==> config.mk <==
export PLATFORM = sky130hd
export DESIGN_NAME = led_status_ctrl
export DESIGN_NICKNAME = d
export VERILOG_FILES = /design/src/rtl/led_status_ctrl.sv
export SDC_FILE = /design/constraint.sdc
export NUM_CORES = 1
export LEC_CHECK = 0
export CAP_MARGIN = 20
export CORE_ASPECT_RATIO = 0.9
export CORE_MARGIN = 2
export CORE_UTILIZATION = 52
export DETAILED_ROUTE_END_ITERATION = 6
export PLACE_DENSITY_LB_ADDON = 0.25
export SLEW_MARGIN = 20
export SYNTH_ARGS = -nofsm -noshare
export SYNTH_HDL_FRONTEND = slang
export SYNTH_SLANG_ARGS = --single-unit
==> constraint.sdc <==
create_clock -name clk_i -period 1.8 [get_ports clk_i]
set_input_delay 0.36 -clock clk_i [delete_from_list [all_inputs] [get_ports clk_i]]
set_output_delay 0.36 -clock clk_i [all_outputs]
set_load 0.005 [all_outputs]
==> src/rtl/led_status_ctrl.sv <==
// Run/stop LED and motor-run sequencer: IDLE/RUN/FAULT FSM with tick prescaler,
// button dwell guard and FAULT blink. Optional LED_CTRL_AUTO_RESTART_EN resumes RUN after a clear.
module led_status_ctrl #(
    parameter int unsigned TICK_DIV    = 50000,
    parameter int unsigned BLINK_TICKS = 250,
    parameter int unsigned HOLD_TICKS  = 4
) (
    input  logic       clk_i,
    input  logic       rst_i,
    input  logic       db_btn_i,
    input  logic       fault_i,
    input  logic       fault_clr_i,
    output logic       led_en_o,
    output logic       led_state_o,
    output logic       run_o,
    output logic [1:0] state_o
);

    localparam int unsigned PRESC_W = (TICK_DIV > 1) ? $clog2(TICK_DIV) : 1;
    localparam int unsigned BLINK_W = (BLINK_TICKS > 1) ? $clog2(BLINK_TICKS) : 1;
    localparam int unsigned DWELL_W = (HOLD_TICKS > 0) ? $clog2(HOLD_TICKS + 1) : 1;

    localparam logic [PRESC_W-1:0] PRESC_MAX = PRESC_W'(TICK_DIV - 1);
    localparam logic [PRESC_W-1:0] PRESC_ONE = PRESC_W'(1);
    localparam logic [BLINK_W-1:0] BLINK_MAX = BLINK_W'(BLINK_TICKS - 1);
    localparam logic [BLINK_W-1:0] BLINK_ONE = BLINK_W'(1);
    localparam logic [DWELL_W-1:0] DWELL_MAX = DWELL_W'(HOLD_TICKS);
    localparam logic [DWELL_W-1:0] DWELL_ONE = DWELL_W'(1);

    typedef enum logic [1:0] {
        ST_IDLE  = 2'd0,
        ST_RUN   = 2'd1,
        ST_FAULT = 2'd2
    } state_t;

    state_t             state_q, state_d;
    logic [PRESC_W-1:0] presc_q, presc_d;
    logic [BLINK_W-1:0] blink_q, blink_d;
    logic [DWELL_W-1:0] dwell_q, dwell_d;
    logic               btn_q;
    logic               led_state_q, led_state_d;
    logic               led_en_q, led_en_d;
    logic               run_q, run_d;
`ifdef LED_CTRL_AUTO_RESTART_EN
    logic               was_run_q, was_run_d;
`endif

    logic tick_s, btn_rise_s, dwell_ok_s, entry_s, blink_toggle_s;

    assign tick_s         = (presc_q == PRESC_MAX);
    assign btn_rise_s     = db_btn_i & ~btn_q;
    assign dwell_ok_s     = (dwell_q == DWELL_MAX);
    assign entry_s        = (state_d != state_q);
    assign blink_toggle_s = (state_q == ST_FAULT) && tick_s && (blink_q == BLINK_MAX);

    // Next-state selection; fault outranks any same-cycle button edge.
    always_comb begin
        state_d = state_q;
        if (fault_i) begin
            state_d = ST_FAULT;
        end else begin
            case (state_q)
                ST_IDLE: begin
                    if (btn_rise_s && dwell_ok_s) state_d = ST_RUN;
                    else                          state_d = ST_IDLE;
                end
                ST_RUN: begin
                    if (btn_rise_s && dwell_ok_s) state_d = ST_IDLE;
                    else                          state_d = ST_RUN;
                end
                ST_FAULT: begin
                    if (fault_clr_i) begin
`ifdef LED_CTRL_AUTO_RESTART_EN
                        state_d = was_run_q ? ST_RUN : ST_IDLE;
`else
                        state_d = ST_IDLE;
`endif
                    end else begin
                        state_d = ST_FAULT;
                    end
                end
                default: state_d = ST_IDLE;
            endcase
        end
    end

    // Counter and output next values derived from the chosen next state.
    always_comb begin
        presc_d = (presc_q == PRESC_MAX) ? '0 : (presc_q + PRESC_ONE);

        if (entry_s)                             dwell_d = '0;
        else if (tick_s && (dwell_q != DWELL_MAX)) dwell_d = dwell_q + DWELL_ONE;
        else                                     dwell_d = dwell_q;

        if ((state_d != ST_FAULT) || entry_s || blink_toggle_s) blink_d = '0;
        else if (tick_s)                                        blink_d = blink_q + BLINK_ONE;
        else                                                    blink_d = blink_q;

        case (state_d)
            ST_RUN:   led_state_d = 1'b1;
            ST_IDLE:  led_state_d = 1'b0;
            ST_FAULT: begin
                if (entry_s)             led_state_d = 1'b0;
                else if (blink_toggle_s) led_state_d = ~led_state_q;
                else                     led_state_d = led_state_q;
            end
            default:  led_state_d = 1'b0;
        endcase

        run_d    = (state_d == ST_RUN);
        led_en_d = entry_s || (led_state_d != led_state_q);

`ifdef LED_CTRL_AUTO_RESTART_EN
        if (entry_s && (state_d == ST_FAULT)) was_run_d = (state_q == ST_RUN);
        else                                  was_run_d = was_run_q;
`endif
    end

    // State, counters and registered outputs; reset strobes led_en to force red.
    always_ff @(posedge clk_i) begin
        if (rst_i) begin
            state_q     <= ST_IDLE;
            presc_q     <= '0;
            blink_q     <= '0;
            dwell_q     <= '0;
            btn_q       <= 1'b0;
            led_state_q <= 1'b0;
            led_en_q    <= 1'b1;
            run_q       <= 1'b0;
`ifdef LED_CTRL_AUTO_RESTART_EN
            was_run_q   <= 1'b0;
`endif
        end else begin
            state_q     <= state_d;
            presc_q     <= presc_d;
            blink_q     <= blink_d;
            dwell_q     <= dwell_d;
            btn_q       <= db_btn_i;
            led_state_q <= led_state_d;
            led_en_q    <= led_en_d;
            run_q       <= run_d;
`ifdef LED_CTRL_AUTO_RESTART_EN
            was_run_q   <= was_run_d;
`endif
        end
    end

    assign state_o     = state_q;
    assign run_o       = run_q;
    assign led_state_o = led_state_q;
    assign led_en_o    = led_en_q;

endmodule
# Word level (Yosys, flattened, before mapping)
# Cells that the tools add are included.
[totals]
reg_bits = 33
input_bits = 5
output_inout_bits = 5
elab_cells = 44
[classes]
addsub = 3
n_eq_ne = 11
mux = 8
bitwise = 3
n_reduce_logical = 11
[ops]
columns = ["op", "n"]
rows = [
  ["$add A16 B1 Y16 const B", 1],
  ["$eq A16 B16 Y1 const B", 1],
  ["$add A8 B1 Y8 const B", 1],
  ["$eq A8 B8 Y1 const B", 1],
  ["$pmux W2 S3", 1],
  ["$reduce_or A2 Y1", 3],
  ["$eq A2 B1 Y1 const B", 2],
  ["$eq A2 B2 Y1 const B", 2],
  ["$logic_and A1 B1 Y1", 4],
  ["$mux W1", 4],
  ["$mux W2", 2],
  ["$add A3 B1 Y3 const B", 1],
  ["$eq A3 B3 Y1 const B", 1],
  ["$logic_or A1 B1 Y1", 3],
  ["$ne A3 B3 Y1 const B", 1],
  ["$logic_not A2 Y1", 1],
  ["$ne A2 B2 Y1", 1],
  ["$ne A2 B2 Y1 const B", 1],
  ["$not A1 Y1", 2],
  ["$pmux W1 S2", 1],
  ["$and A1 B1 Y1", 1],
  ["$ne A1 B1 Y1", 1],
]

# Longest topological paths before layout
# Gate-level depths: netlist of run 1.
[logic_depth]
word_depth = 11
ltp_mapped = 11

# Worst setup path before layout of run 1
# Ideal clock, no wire load.
[synth_path]
path_kind = "register to register"
from = "reg dwell_q[0]"
to = "reg led_en_q, in the netlist led_en_o"
setup_ps = 120
arrival_ps = 1897
slack_ps = -217
stages_incl_launch_ff = 11
path_cell_list = "dfxtp_1 inv_1 ha_1 nand4b_1 xnor2_1 nand2_1 ha_1 nor3b_1 a32oi_1 o31ai_1 a211o_1"
[synth_via]
elab_chain_len = 10
elab_cells_between_ends = 13
classes_between = "eq/ne: 5; mux: 6; reduce/logical: 2"
[synth_rtl]
columns = ["item", "line", "rtl"]
rows = [
  ["start, declared", "39", "logic [DWELL_W-1:0] dwell_q, dwell_d;"],
  ["start signal, assigned", "137", "dwell_q <= dwell_d;"],
  ["$eq A3 B3 Y1 (*)", "52", "assign dwell_ok_s = (dwell_q == DWELL_MAX);"],
  ["$logic_and A1 B1 Y1 (*)", "64, 68", ""],
  ["$mux W1, on equally long branches", "68, 64", ""],
  ["$pmux W2 S3 (*)", "62", "case (state_q)"],
  ["$mux W2 (*)", "59", "if (fault_i) begin"],
  ["$ne A2 B2 Y1", "53", "assign entry_s = (state_d != state_q);"],
  ["$mux W1", "103", "if (entry_s) led_state_d = 1'b0;"],
  ["$pmux W1 S2", "99", "case (state_d)"],
  ["$ne A1 B1 Y1", "111", "led_en_d = entry_s || (led_state_d != led_state_q);"],
  ["$logic_or A1 B1 Y1 (*)", "111", ""],
  ["end signal, assigned", "140", "led_en_q <= led_en_d;"],
  ["end, declared", "42", "logic led_en_q, led_en_d;"],
]
# Every way passes the cells marked *; elsewhere a longest branch is shown, timed or not.
# A chain may end at the register's enable or synchronous reset.

# Final worst setup path of run 1
[layout_path]
from = "in db_btn_i"
to = "reg led_en_q, in the netlist led_en_o"
[layout_via]
elab_chain_len = 10
elab_cells_between_ends = 13
classes_between = "eq/ne: 4; mux: 6; bitwise: 1; reduce/logical: 2"
[layout_rtl]
columns = ["item", "line", "rtl"]
rows = [
  ["start, declared", "10", "input logic db_btn_i,"],
  ["$and A1 B1 Y1 (*)", "51", "assign btn_rise_s = db_btn_i & ~btn_q;"],
  ["$logic_and A1 B1 Y1 (*)", "64, 68", ""],
  ["$mux W1, on equally long branches", "68, 64", ""],
  ["$pmux W2 S3 (*)", "62", ""],
  ["$mux W2 (*)", "59", ""],
  ["$ne A2 B2 Y1", "53", ""],
  ["$mux W1", "103", ""],
  ["$pmux W1 S2", "99", ""],
  ["$ne A1 B1 Y1", "111", ""],
  ["$logic_or A1 B1 Y1 (*)", "111", ""],
]
# Marked as above.

==> results of run 1 <==
## layout make-up
class / instances / area (um2) / area share, %
clock buffers: 6 / 41.3 / 1.92
multi-input cells: 143 / 1040 / 48.4
inverters: 7 / 26.3 / 1.22
well taps: 42 / 52.6 / 2.44
repair buffers: 35 / 318 / 14.8
flip-flops and latches: 33 / 664 / 30.8
clock inverters: 2 / 10.0 / 0.465
## sequential cells by signal, indices dropped and copies added, names as in the netlist
register,count
presc_q,16
blink_q,8
dwell_q,3
state_o,2
btn_q,1
led_en_o,1
led_state_o,1
run_o,1
## worst register-to-register path: stages (launching register included)
cell and delay (ps):
sky130_fd_sc_hd__dfxtp_2 330, sky130_fd_sc_hd__inv_2 70, sky130_fd_sc_hd__ha_4 130, sky130_fd_sc_hd__nand4b_1 150, sky130_fd_sc_hd__xnor2_1 230, sky130_fd_sc_hd__nand2_1 140
sky130_fd_sc_hd__ha_4 200, sky130_fd_sc_hd__nor3b_4 150, sky130_fd_sc_hd__a32oi_2 220, sky130_fd_sc_hd__o31ai_1 110, sky130_fd_sc_hd__a211o_1 270
## kinds of logic after synthesis
kind of cell	count (synthesis)	synth area share [%]
AOI/OAI and AO/OA	33	14.1
buffers and inverters	13	4.69
xor gates and xnor gates	14	7.17
DFF	33	38.7
and+or+nand+nor	89	30.2
adders and majority gates	7	5.12
## routing by layer
layer / part of all wire, % / vias to the layer above / track usage [%]
met5: 0 / - / 0
met4: 1.1 / 0 / 9.12
met3: 7.8 / 7 / 6.31
met2: 44 / 59 / 35.9
met1: 47 / 699 / 32.7
li1: - / 765 / -
## synth_stat cells (3+ instances only)
cell	count	area share [%]
sky130_fd_sc_hd__a211oi_1	3	1.3
sky130_fd_sc_hd__a21oi_1	7	2.0
sky130_fd_sc_hd__a311oi_1	3	1.5
sky130_fd_sc_hd__a41oi_1	3	1.5
sky130_fd_sc_hd__and3_1	7	2.6
sky130_fd_sc_hd__and4_1	6	3.1
sky130_fd_sc_hd__dfxtp_1	33	39
sky130_fd_sc_hd__ha_1	7	5.1
sky130_fd_sc_hd__inv_1	7	1.5
sky130_fd_sc_hd__nand2_1	13	2.9
sky130_fd_sc_hd__nand2b_1	3	1.1
sky130_fd_sc_hd__nand3_1	13	3.8
sky130_fd_sc_hd__nand4_1	7	2.6
sky130_fd_sc_hd__nor2_1	23	5.1
sky130_fd_sc_hd__nor2b_1	3	1.1
sky130_fd_sc_hd__o21ai_0	7	2.0
sky130_fd_sc_hd__or3_1	4	1.5
sky130_fd_sc_hd__xnor2_1	3	1.5
sky130_fd_sc_hd__xor2_1	11	5.6
## repair_timing
item,in CTS,in global routing
endpoints found under the setup margin,2,12
pin swaps,6,10
setup buffers,1,3
resized for setup,4,11
## power by group
| group | switching [uW] | internal [uW] |
|---|---|---|
| clock | 240 | 149 |
| sequential | 5.47 | 740 |
| combinational | 54.7 | 61.1 |
## metrics by stage
stage | cells | worst slack (ps) | total power (uW) | hold WS (ps)
after detailed placement | 256 | -591 | 858 | 463
after CTS | 265 | -228 | 1250 | 482
after global placement | 256 | -486 | 853 | 444
after global routing | 268 | -399 | 1310 | 526
final | 268 | -310 | 1250 | 483
after floorplan | 189 | -97.9 | 805 | 422
## worst max-delay path by stage
stage                           to  slack, ps  depth (start not counted)
after floorplan           led_en_o       -100                         10
after global placement    led_en_o       -490                          9
after detailed placement  led_en_o       -590                          9
after CTS                 led_en_o       -230                         10
after global routing      led_en_o       -400                         12
final                     led_en_o       -310                          9
==> parameters.txt, run 1 <==
Parameter                              Value

Logic synthesis
  Number of enable flip-flop cells after synthesis    0
  Synthesized flop and latch total    33
  Count of warnings emitted by yosys    0
  Share of flip-flops with an asynchronous set or reset    0%
  Synthesized netlist net count    201
  Dominant synthesized flop cell    sky130_fd_sc_hd__dfxtp_1
  Sequential share of the synthesized area    38.7%
  Syn Area/Cell    9.04 um2
  Post-Synthesis Cell Area    0.00171 mm2
  Synth Instances    189
  Post-synthesis cell type count    39

Layout
  Number of inserted filler cells in the final layout    256
  Most common cell after layout, fill and taps aside    sky130_fd_sc_hd__dfxtp_1
  Finished Cell Area    0.00215 mm2
  Most frequent cells in the layout    sky130_fd_sc_hd__dfxtp_1, sky130_fd_sc_hd__nor2_1, sky130_fd_sc_hd__buf_4, sky130_fd_sc_hd__nand2_1, sky130_fd_sc_hd__nand3_1
  Net count of the finished layout    237
  Area added between synthesis and finish    26.1%
  Count of antenna diodes in the layout    0
  Fraction of final layout cells with drive strength greater than 1    23.9%
  Final core utilization    69.7%

Place
  Routability congestion estimate from global placement    0.994
  Count of input and output buffers    9
  Post-detailed-placement half-perimeter wirelength    2910 um
  Placement Cell Area    0.00201 mm2

STA
  Max Slew Vio Count    0
  Final period utilization    117%
  Final Critical Period    2110 ps
  Highest Clock Rate    474 MHz
  Count of final hold-check violations    0
  Relative max-transition margin    72.1%
  Unrepaired setup endpoints after global routing    true
  Setup ws final    -310 ps
  Clock tree skew after final layout    5.28 ps
  Final TNS setup    -563 ps
  Measured slew at the worst slew-check pin    418 ps
  Final-report setup violation count    2

Die
  Die width    64.4 um
  Standard-cell row count    19
  Number of top-level design ports    10
  Die span in y    58.4 um
  Initial standard-cell utilization of the core    55.3%
  Floorplan die area    0.00376 mm2
  Core Box Area    0.00309 mm2

Hold path
  Worst Hold End    presc_q[0]
  Hold path depth    1
  Min-Delay Startpoint    presc_q[0]
  Path category of the worst min-delay check    reg -> reg

Setup path
  Setup slack on the worst flop-to-flop path    -300 ps
  Worst R2R Path Depth    10
  Critical Path End Type    flip-flop
  Crit path arrival time    2330 ps
  End of the worst register-to-register path    led_en_o
  Cell with the largest stage delay on the worst path    sky130_fd_sc_hd__clkdlybuf4s50_1
  Crit path kind    in -> reg
  Worst setup path startpoint    db_btn_i
  Max Fanout on Critical Path    3
  Cells traversed along the worst timing path    clkdlybuf4s50_1 -> nand4b_1 -> xnor2_1 -> nand2_1 -> ha_4 -> nor3b_4 -> a32oi_2 -> o31ai_1 -> a211o_1
  Peak per-stage delay on the critical path    480 ps
  Reg-to-Reg Start    dwell_q[0]
  Worst Path Required    2020 ps
  Count of buffer and inverter cells on the critical path    1
  Category of the worst setup path launch point    primary input
  CP top delay family    compound AO/OA/AOI/OAI gates

Routing
  DRC Markers    0
  Overall routed net length    4050 um
  Count of antenna-violating nets left after detailed routing    0
  DRT iter0 DRCs    58
  Vias    1530
  Wirelength per Cell    15.1 um
  First-pass detailed-route iteration total    5
  Via/cell ratio    5.71

CTS
  Number of buffers inserted for hold repair after clock tree synthesis    0
  Buffer type at the clock tree root    sky130_fd_sc_hd__clkbuf_4
  Source-to-sink clock delay at the later pin of the worst-skew pair    320 ps
  Number of buffers created by CTS    5
  Deepest level of the CTS H-tree    2
  Sink count of the clock tree    33
  Clock tree from TritonCTS    yes
  Clock-pin slew on the worst setup and hold paths    90 ps
  Max clock buf depth    2

Global routing
  Wire length of the first global-routing pass    6790 um
  Initial antenna violation count    0
  Gr ovfl total    0
  Pin count of the biggest net entering global routing    16
  Vias in the first global route    1492
  GR Util All Layers    23.7%

Pwr
  Worst vdd ir    0.000615 V
  Power per unit of standard cell area    580 mW/mm2
  Leakage    0.000827 uW

Status
  Violations in the final reports    setup timing
  Outcome    finished with violations

Job
  Reported max-cap violation count    0
Note: power is estimated with default switching activity, not from simulation.
==> run 2, diff against run 1 <==
--- a/config.mk
+++ b/config.mk
@@ -7,11 +7,13 @@
 export LEC_CHECK = 0
 export CAP_MARGIN = 20
 export CORE_ASPECT_RATIO = 0.9
-export CORE_MARGIN = 2
+export CORE_MARGIN = 3
 export CORE_UTILIZATION = 52
 export DETAILED_ROUTE_END_ITERATION = 6
+export MAX_ROUTING_LAYER = met4
 export PLACE_DENSITY_LB_ADDON = 0.25
 export SLEW_MARGIN = 20
 export SYNTH_ARGS = -nofsm -noshare
 export SYNTH_HDL_FRONTEND = slang
 export SYNTH_SLANG_ARGS = --single-unit
+export TNS_END_PERCENT = 100
==> run 2 against run 1 <==
Against the previous run: the flow still finishes with violations (setup timing); critical path type is now reg -> reg; count of clock-buffer cells in the layout increased by 1; routed wire length up 4.2%; utilization is 0.28 points higher; largest power group unchanged.
==> parameters.txt, run 2 (synthesis gave the netlist of run 1 again) <==
Parameter                              Value

Status
  Outcome    finished with violations
  Violations in the final reports    setup timing

Layout
  Area added between synthesis and finish    26.6%
  Most frequent cells in the layout    sky130_fd_sc_hd__dfxtp_1, sky130_fd_sc_hd__buf_4, sky130_fd_sc_hd__nor2_1, sky130_fd_sc_hd__nand2_1, sky130_fd_sc_hd__nand3_1
  Fraction of final layout cells with drive strength greater than 1    24.0% (+0.12 points)
  Number of standard cells in the layout, taps in and fillers out    271 (+1.1%)
  Register containing the most flip-flops in the final layout    presc_q
  Most common cell after layout, fill and taps aside    sky130_fd_sc_hd__dfxtp_1
  Flip-flop count of the largest register, all copies and words added    16 (unchanged)
  Count of antenna diodes in the layout    0 (unchanged)
  Regs by FF count    presc_q x16, blink_q x8, dwell_q x3
  Number of inserted filler cells in the final layout    239 (-6.6%)
  Finished Cell Area    0.00216 mm2 (+0.41%)
  Net count of the finished layout    241 (+1.7%)

Pwr
  Net switching share of the total power    23.3% (-0.69 points)
  Internal power component    978 uW (+3.0%)
  Net switching component of the power    298 uW (-0.87%)
  Power per unit of standard cell area    589 mW/mm2 (+1.6%)
  Gate power share    8.1% (-1.2 points)
  Fraction of power consumed by the clock network    33.3% (+2.2 points)
  Portion of total power attributed to sequential cells    58.6% (-1.0 points)
  Leakage    0.000839 uW (+1.5%)
  Worst vdd ir    0.000461 V (-25%)

Die
  Core Box Area    0.00309 mm2 (unchanged)
  Initial standard-cell utilization of the core    55.3% (unchanged)
  Number of top-level design ports    10 (unchanged)
  Die span in y    60.4 um (+3.4%)
  Standard-cell row count    19 (unchanged)
  Die width    66.4 um (+3.1%)
  Floorplan die area    0.00401 mm2 (+6.6%)

Setup path
  Cell count along the critical path    11 (+2)
  Peak per-stage delay on the critical path    340 ps (-140 ps)
  Crit path kind    reg -> reg
  CP top delay family    compound AO/OA/AOI/OAI gates
  Setup slack on the worst flop-to-flop path    -340 ps (-40 ps)
  End of the worst register-to-register path    led_state_o
  Reg-to-Reg Start    dwell_q[0]
  Cell with the largest stage delay on the worst path    sky130_fd_sc_hd__dfxtp_2
  Critical Path End Type    flip-flop
  Count of buffer and inverter cells on the critical path    2 (+1)
  Worst Path Required    2040 ps (+20 ps)
  Worst R2R Path Depth    11 (+1)
  Worst setup path endpoint    led_state_o
  Crit path arrival time    2380 ps (+50 ps)
  Worst setup path startpoint    dwell_q[0]
  Max Fanout on Critical Path    4 (+1)
  Cells traversed along the worst timing path    inv_2 -> ha_4 -> nand4b_1 -> xnor2_1 -> nand2_1 -> ha_2 -> nor3b_2 -> a32oi_1 -> buf_4 -> a211oi_2 -> a211o_1
  Category of the worst setup path launch point    flip-flop

Hold path
  Path category of the worst min-delay check    reg -> reg
  Hold path depth    1 (unchanged)

CTS
  Buffer type at the clock tree root    sky130_fd_sc_hd__clkbuf_4
  Source-to-sink clock delay at the later pin of the worst-skew pair    340 ps (+20 ps)
  Sink count of the clock tree    33 (unchanged)
  Clock-pin slew on the worst setup and hold paths    90 ps (about the same)
  Number of buffers inserted for hold repair after clock tree synthesis    0 (unchanged)
  Number of buffers created by CTS    5 (unchanged)
  Max clock buf depth    2 (unchanged)
  Deepest level of the CTS H-tree    2 (unchanged)
  Clock tree from TritonCTS    yes

Global routing
  Wire length of the first global-routing pass    6870 um (+1.1%)
  Vias in the first global route    1514 (+1.5%)
  Gr ovfl total    0 (unchanged)
  Pin count of the biggest net entering global routing    16 (unchanged)
  GR Util All Layers    23.5% (-0.16 points)
  Initial antenna violation count    0 (unchanged)

Place
  Pre-CTS setup slack    -639 ps (-47.7 ps)
  Post-detailed-placement half-perimeter wirelength    3060 um (+5.4%)
  Routability congestion estimate from global placement    0.797 (-20%)
  Placement Cell Area    0.00200 mm2 (-0.37%)
  Inst Count DP    255 (-0.39%)
  Count of input and output buffers    9 (unchanged)

Job
  Reported max-cap violation count    0 (unchanged)

STA
  Final-report setup violation count    3 (+1)
  Relative max-transition margin    80.7% (+8.7 points)
  Clock tree skew after final layout    4.83 ps (-0.447 ps)
  Final hold slack    466 ps (-16.8 ps)
  Max Slew Vio Count    0 (unchanged)
  Final Critical Period    2140 ps (+26.9 ps)
  Highest Clock Rate    468 MHz (-1.3%)
  Measured slew at the worst slew-check pin    288 ps (-129 ps)
  Setup ws final    -337 ps (-26.9 ps)
  Unrepaired setup endpoints after global routing    true
  Count of final hold-check violations    0 (unchanged)
  Final period utilization    119% (+1.5 points)
  Final TNS setup    -646 ps (-83.5 ps)

Routing
  Vias    1586 (+3.7%)
  Via/cell ratio    5.85 (+2.5%)
  Wirelength per Cell    15.6 um (+3.1%)
  DRT iter0 DRCs    92 (+59%)
  DRC Markers    0 (unchanged)
  First-pass detailed-route iteration total    4 (-1)
  Overall routed net length    4220 um (+4.2%)
  Count of antenna-violating nets left after detailed routing    0 (unchanged)
[run 2: cell types whose count changed in the layout (fill, tap and decap cells not counted), moves of 2 or more]
cell,change
sky130_fd_sc_hd__a211oi_1,-2
sky130_fd_sc_hd__clkinv_2,-2
sky130_fd_sc_hd__a211oi_2,+2
sky130_fd_sc_hd__buf_4,+5
[run 2: layout make-up]
class / count / area [um2] / area share, %
tap: 42 / 52.6 / 2.43
sequential: 33 / 663 / 30.7
clock buffer: 7 / 55.1 / 2.54
multi-input combinational: 143 / 1020 / 47.3
inverter: 7 / 26.3 / 1.21
timing repair buffer: 39 / 344 / 15.9
[run 2: repair_timing]
item                       CTS  global route
setup endpoints to repair    7            11
buffers inserted             6             3
hold endpoints to repair     0             0
pin swaps                    5             5
gates resized for setup      2             7
[run 2: worst min-delay path by stage]
stage                     slack [ps]         end        from
after CTS                        470  presc_q[0]  presc_q[0]
after detailed placement         450  presc_q[0]  presc_q[0]
after floorplan                  420  presc_q[0]  presc_q[0]
after global placement           430  presc_q[0]  presc_q[0]
final                            470  presc_q[0]  presc_q[0]
after global routing             490  presc_q[0]  presc_q[0]
[run 2: power groups by stage]
stage,sequential (uW),clock [uW],combinational (uW)
after detailed placement,764,0,93.2
after global routing,749,472,111
after global placement,764,0,88.9
final,748,425,103
after floorplan,761,0,43.2
after CTS,747,437,96.3
[run 2: layer usage]
metal	part of all wire [%]	up-vias	global-route usage, %
li1	-	773	-
met5	0	-	-
met3	9.2	9	6.67
met2	46	65	36.2
met1	43	739	30.6
met4	1.5	0	6.09
[run 2: through the flow]
step / power (uW) / util (%)
global route: 1330 / 70.0
finish: 1280 / 70.0
floorplan: 805 / -
CTS: 1280 / 68.0
global placement: 853 / 64.7
detailed placement: 858 / 64.7
==> run 3, diff against run 2 <==
--- a/config.mk
+++ b/config.mk
@@ -10,6 +10,7 @@
 export CORE_MARGIN = 3
 export CORE_UTILIZATION = 52
 export DETAILED_ROUTE_END_ITERATION = 6
+export GPL_TIMING_DRIVEN = 0
 export MAX_ROUTING_LAYER = met4
 export PLACE_DENSITY_LB_ADDON = 0.25
 export SLEW_MARGIN = 20
==> run 3 against run 2 <==
Against the previous run: the run still ends with setup timing left; largest cell class unchanged; count of clock-buffer cells in the layout unchanged; routed wire length down 6.5%; total power down 1.4%; worst hold slack better by 41 ps; register-to-register slack better by 90 ps.
==> parameters.txt, run 3 (synthesis gave the netlist of run 1 again) <==
Parameter                              Value

Status
  Outcome    finished with violations
  Violations in the final reports    setup timing

Setup path
  Worst Path Required    2030 ps (about the same)
  Cell with the largest stage delay on the worst path    sky130_fd_sc_hd__clkdlybuf4s50_1
  Category of the worst setup path launch point    primary input
  Peak per-stage delay on the critical path    500 ps (+160 ps)
  Crit path arrival time    2270 ps (-110 ps)
  Worst setup path startpoint    db_btn_i
  Count of buffer and inverter cells on the critical path    1 (-1)
  Max Fanout on Critical Path    3 (-1)
  Crit path kind    in -> reg
  Setup slack on the worst flop-to-flop path    -240 ps (+90 ps)
  Cells traversed along the worst timing path    clkdlybuf4s50_1 -> nand4b_1 -> xnor2_1 -> nand2_2 -> ha_4 -> nor3b_2 -> a32oi_2 -> a211oi_1 -> a211o_1
  Reg-to-Reg Start    dwell_q[0]
  CP top delay family    compound AO/OA/AOI/OAI gates
  Critical Path End Type    flip-flop

Global routing
  Pin count of the biggest net entering global routing    11 (-5)
  Vias in the first global route    1364 (-9.9%)
  GR Util All Layers    22.2% (-1.3 points)
  Initial antenna violation count    0 (unchanged)
  Gr ovfl total    0 (unchanged)
  Wire length of the first global-routing pass    6390 um (-6.9%)

Routing
  DRC Markers    0 (unchanged)
  DRT iter0 DRCs    79 (-14%)
  First-pass detailed-route iteration total    4 (unchanged)
  Via/cell ratio    5.93 (+1.3%)
  Wirelength per Cell    15.4 um (-1.4%)
  Overall routed net length    3950 um (-6.5%)
  Count of antenna-violating nets left after detailed routing    0 (unchanged)
  Vias    1523 (-4.0%)

Pwr
  Net switching share of the total power    23.1% (-0.23 points)
  Net switching component of the power    290 uW (-2.4%)
  Fraction of power consumed by the clock network    33.1% (-0.2 points)
  Power per unit of standard cell area    604 mW/mm2 (+2.5%)
  Leakage    0.000764 uW (-9.0%)
  Portion of total power attributed to sequential cells    59.5% (+0.9 points)
  Worst vdd ir    0.000454 V (-1.5%)
  Power after layout    1260 uW (-1.4%)
  Internal power component    966 uW (-1.1%)
  Gate power share    7.3% (-0.8 points)

Place
  Post-detailed-placement half-perimeter wirelength    2590 um (-16%)
  Routability congestion estimate from global placement    0.787 (-1.3%)
  Placement Cell Area    0.00187 mm2 (-6.4%)
  Pre-CTS setup slack    -688 ps (-48.8 ps)
  Count of input and output buffers    9 (unchanged)

Layout
  Finished Cell Area    0.00208 mm2 (-3.8%)
  Fraction of final layout cells with drive strength greater than 1    21.9% (-2.2 points)
  Area added between synthesis and finish    21.7%
  Area used by sequential logic in the layout    663 um2 (unchanged)
  Area of the multi-input gates    0.00106 mm2 (+4.2%)
  Regs by FF count    presc_q x16, blink_q x8, dwell_q x3
  Count of antenna diodes in the layout    0 (unchanged)
  Most common cell after layout, fill and taps aside    sky130_fd_sc_hd__dfxtp_1
  Flip-flop count of the largest register, all copies and words added    16 (unchanged)
  Number of inserted filler cells in the final layout    267 (+12%)
  Register containing the most flip-flops in the final layout    presc_q
  Most frequent cells in the layout    sky130_fd_sc_hd__dfxtp_1, sky130_fd_sc_hd__nor2_1, sky130_fd_sc_hd__nand3_1
  Net count of the finished layout    227 (-5.8%)

Die
  Standard-cell row count    19 (unchanged)
  Initial standard-cell utilization of the core    55.3% (unchanged)
  Floorplan die area    0.00401 mm2 (unchanged)
  Number of top-level design ports    10 (unchanged)
  Die width    66.4 um (unchanged)
  Core Box Area    0.00309 mm2 (unchanged)
  Die span in y    60.4 um (unchanged)

STA
  Relative max-transition margin    77.3% (-3.4 points)
  Measured slew at the worst slew-check pin    340 ps (+51.3 ps)
  Max Slew Vio Count    0 (unchanged)
  Clock tree skew after final layout    3.52 ps (-1.31 ps)
  Final hold slack    506 ps (+40.6 ps)
  Final-report setup violation count    2 (-1)
  Highest Clock Rate    490 MHz (+4.6%)
  Final period utilization    113% (-5.2 points)
  Setup ws final    -243 ps (+93.9 ps)
  Unrepaired setup endpoints after global routing    true
  Final Critical Period    2040 ps (-93.9 ps)
  Count of final hold-check violations    0 (unchanged)

CTS
  Buffer type at the clock tree root    sky130_fd_sc_hd__clkbuf_4
  Max clock buf depth    2 (unchanged)
  Clock tree from TritonCTS    yes
  Clock-pin slew on the worst setup and hold paths    90 ps (about the same)
  Source-to-sink clock delay at the later pin of the worst-skew pair    330 ps (about the same)
  Deepest level of the CTS H-tree    2 (unchanged)
  Sink count of the clock tree    33 (unchanged)
  Number of buffers created by CTS    5 (unchanged)

Hold path
  Min-Delay Startpoint    presc_q[0]
  Path category of the worst min-delay check    reg -> reg

Job
  Reported max-cap violation count    0 (unchanged)
## run 3: changes by cell type in the layout (fill, tap and decap cells not counted), sizes merged
cell    before  now
buf         30   14
clkbuf       7    9
## run 3: power by group through the flow
stage	clock, uW	combinational (uW)	sequential [uW]
3_5_place_dp	0	72.8	762
2_1_floorplan	0	43.2	761
3_3_place_gp	0	70.0	762
4_1_cts	428	82.7	746
5_1_grt	456	104	749
6_report	416	92.4	748
## run 3: through the flow
stage                     cells  setup TNS, ps  util (%)
after floorplan             189           -172         -
after global placement      240          -4720      60.5
after detailed placement    240          -5940      60.5
after CTS                   256           -422      65.5
after global routing        257           -849      67.3
final                       257           -481      67.3
## run 3: final timing paths
check                end  cells past startpoint
max          led_state_o                      9
max reg2reg  led_state_o                     10
min reg2reg   presc_q[0]                      1
min           presc_q[0]                      1
## run 3: what timing repair did
| action | 4_1_cts | 5_1_grt |
|---|---|---|
| hold buffers | 0 | 0 |
| gates resized for setup | 6 | 9 |
| pin swaps | 4 | 1 |
| setup buffers | 9 | 1 |
| endpoints found under the setup margin | 20 | 10 |
## run 3: metal layers
metal / part of all wire [%] / global-route usage (%)
met1: 48 / 29.4
met2: 46 / 31.7
met3: 4.4 / 6.85
met4: 1.4 / 8.70
met5: 0 / -
## run 3: area by class of cell
type | instances | share of cell area, %
Clock buffer | 7 | 2.65
Inverter | 7 | 1.26
Timing Repair Buffer | 19 | 7.94
Multi-Input combinational cell | 143 | 51.2
Buffer | 6 | 2.59
Tap cell | 42 | 2.53
Sequential cell | 33 | 31.9
## run 3: worst register-to-register path: cells and delay by family, from the launching register on
kind | cells | cell delay, ps
adders and majority gates | 2 | 310
DFF | 1 | 330
AOI/OAI and AO/OA | 3 | 560
and+or+nand+nor | 3 | 440
xor gates and xnor gates | 1 | 230
buffers and inverters | 1 | 70
==> RTL edit: new RTL, config.mk and constraints of run 2 <==
`BLINK_TICKS`: 250 -> 500.
--- a/src/rtl/led_status_ctrl.sv
+++ b/src/rtl/led_status_ctrl.sv
@@ -3,5 +3,5 @@
 module led_status_ctrl #(
     parameter int unsigned TICK_DIV    = 50000,
-    parameter int unsigned BLINK_TICKS = 250,
+    parameter int unsigned BLINK_TICKS = 500,
     parameter int unsigned HOLD_TICKS  = 4
 ) (
Function: same outputs for any inputs over 10 cycles, from zero or initial values and one cycle with rst_i high; that may be too few to reach the edited logic, so the function may still have changed.
==> RTL edit against run 2 <==
- the run still ends with negative setup slack left
- final cell count grew 3.3%
- total power grew 10%
- synthesized cell count grew 1.6%
- worst setup slack gained 33 ps
- count of clock-buffer cells in the layout grew 1
- sequential cell count grew 1
- routed wire length shrank 1.3%
- critical path depth shrank 1
- critical endpoint unchanged
- synthesized area shrank 2.1%
- cell area grew 5.0%
==> RTL edit: results (changes against run 2) <==
The run gives 0.849 (was 0.797) as the routability congestion estimate. The number of warnings issued by yosys is 0 (unchanged), and the final-report setup violation count is 24 (was 3). The starting DRC count in detailed routing is 156 (was 92), and the maximum fanout encountered on the critical timing path is 5 (was 4). Registers with the most flip-flops: presc_q x16, blink_q x9, dwell_q x3 (was presc_q x16, blink_q x8, dwell_q x3). Synthesized net count: 203 (was 201). The average detailed-routed wire length per instance works out to 14.9 um (was 15.6 um). The overall via count from detail_route is 1570 (was 1586), and the CTS clock-pin slew for the worst setup and hold paths is 110 ps (was 90 ps). The library cell contributing the largest single delay on the critical path was dfxtp_2 (unchanged). The total of buffers placed on input and output ports works out to 9 (unchanged).

For the post-detailed-placement half-perimeter wirelength, the log shows 3020 um (was 3060 um). The total routed wirelength is 4170 um (was 4220 um). The logs give 2 (unchanged) for the number of levels in the clock H-tree and -3090 ps (was -646 ps) for the setup TNS. The switching power share of the total was 22.4% (was 23.3%); the sequential fraction of the synthesis area was 40.7% (was 38.7%).

Violated checks: negative setup slack (unchanged). The run gives 5 (unchanged) as the clock buffer count from CTS. Count of mapped cells out of synthesis: 192 (was 189).

The count of buffering cells on the critical path with inverters included is 1 (was 2). Root cell of the clock tree: clkbuf_4 (unchanged). For the area after detailed placement, the log shows 2060 sq um (was 2000 sq um).

The transition time of the tightest slew-check pin is 378 ps (was 288 ps). Leading post-synthesis cells by instance count: dfxtp_1, nor2_1, nand3_1 (was dfxtp_1, nor2_1, nand2_1, nand3_1, xor2_1). The logs give 350 ps for the clock latency reported for the late side of the worst-skew pair and 0.556 mV (was 0.461 mV) for the worst vdd rail ir drop. The run gives 44 (was 39) as the post-synthesis cell type count.

The post-place setup slack was -627 ps (was -639 ps). Top post-synthesis cells by area: dfxtp_1, xor2_1, ha_1, nor2_1, nand3_1 (unchanged). The flow ran to the end, but the final reports show violations. For the first-pass detailed-route iteration total, the log shows 4 (unchanged). The proportion of layout cells with a drive suffix above 1 came out at 30.4% (was 24.0%). The tools report the count of nets after finishing as 250 (was 241).

For the global-route wire length before repair, the log shows 7150 um (was 6870 um). The run gives 2 (unchanged) as the number of buffers on the longest clock path. The number of antenna diodes is 0 (unchanged), and the fraction of registers with async set/reset is 0% (unchanged). For the leakage power figure, the log shows 0.873 nW (was 0.839 nW). Top flip-flop cell by instance count after synthesis: dfxtp_1 (unchanged). The tools report the cell count after placement as 264 (was 255).

The worst clock skew on the final layout is 21.4 ps (was 4.83 ps). The worst min-delay path category was reg2reg (unchanged). Cell class contributing the biggest share of worst-path delay: compound AO/OA/AOI/OAI gates (unchanged). The initial antenna violation count was 0 (unchanged).

Delay of the slowest cell on the worst path: 340 ps (about the same). The register with the most flip-flops is presc_q (unchanged). The logs give 2350 ps (was 2380 ps) for the arrival time at the worst endpoint and -304 ps (was -337 ps) for the least setup slack across all paths after layout. The maximum number of pins on one net before global-route repair was 16 (unchanged); the total track usage was 24.4% (was 23.5%).
RTL edit: worst paths after layout:
path / startpoint / to / slack (ps) / depth (start not counted)
worst max register to register: dwell_q[0] / led_state_o / -300 / 10
worst min register to register: presc_q[0] / presc_q[0] / 480 / 1
worst max-delay path: dwell_q[0] / led_state_o / -300 / 10
worst min-delay path: presc_q[0] / presc_q[0] / 480 / 1
RTL edit: area by class of cell:
class | count | area (sq um)
repair buffers | 48 | 387
flip-flops and latches | 34 | 684
clock buffers | 8 | 78.8
inverters | 6 | 22.5
fillers | 181 | 633
multi-input cells | 144 | 1050
well taps | 40 | 50.0
RTL edit: cell families after synthesis:
family                     share of synthesized area (%)
buffers and inverters                               3.59
xor gates and xnor gates                            6.81
and+or+nand+nor                                     31.3
adders and majority gates                           4.49
AOI/OAI and AO/OA                                   13.2
DFF                                                 40.7
RTL edit: timing repair:
action / CTS / global route
pin swaps: 9 / 4
setup buffers: 6 / 1
cloned: 1 / 0
setup endpoints to repair: 28 / 28
gates resized for setup: 13 / 4
RTL edit: metal layers:
metal  GRT usage [%]  vias to the layer above  wire length (um)
met5               -                        -                 0
met4            9.17                        0                78
met3            5.26                       12               136
met2            41.9                       30              2070
met1            28.1                      736              1890
li1                -                      792                 -
RTL edit: power groups by stage:
| stage | logic [mW] | clock network [mW] | registers, mW |
|---|---|---|---|
| after floorplan | 0.0543 | 0 | 0.786 |
| after global placement | 0.0944 | 0 | 0.784 |
| after detailed placement | 0.101 | 0 | 0.785 |
| after global routing | 0.130 | 0.560 | 0.769 |
| after CTS | 0.116 | 0.527 | 0.768 |
| final | 0.121 | 0.517 | 0.768 |
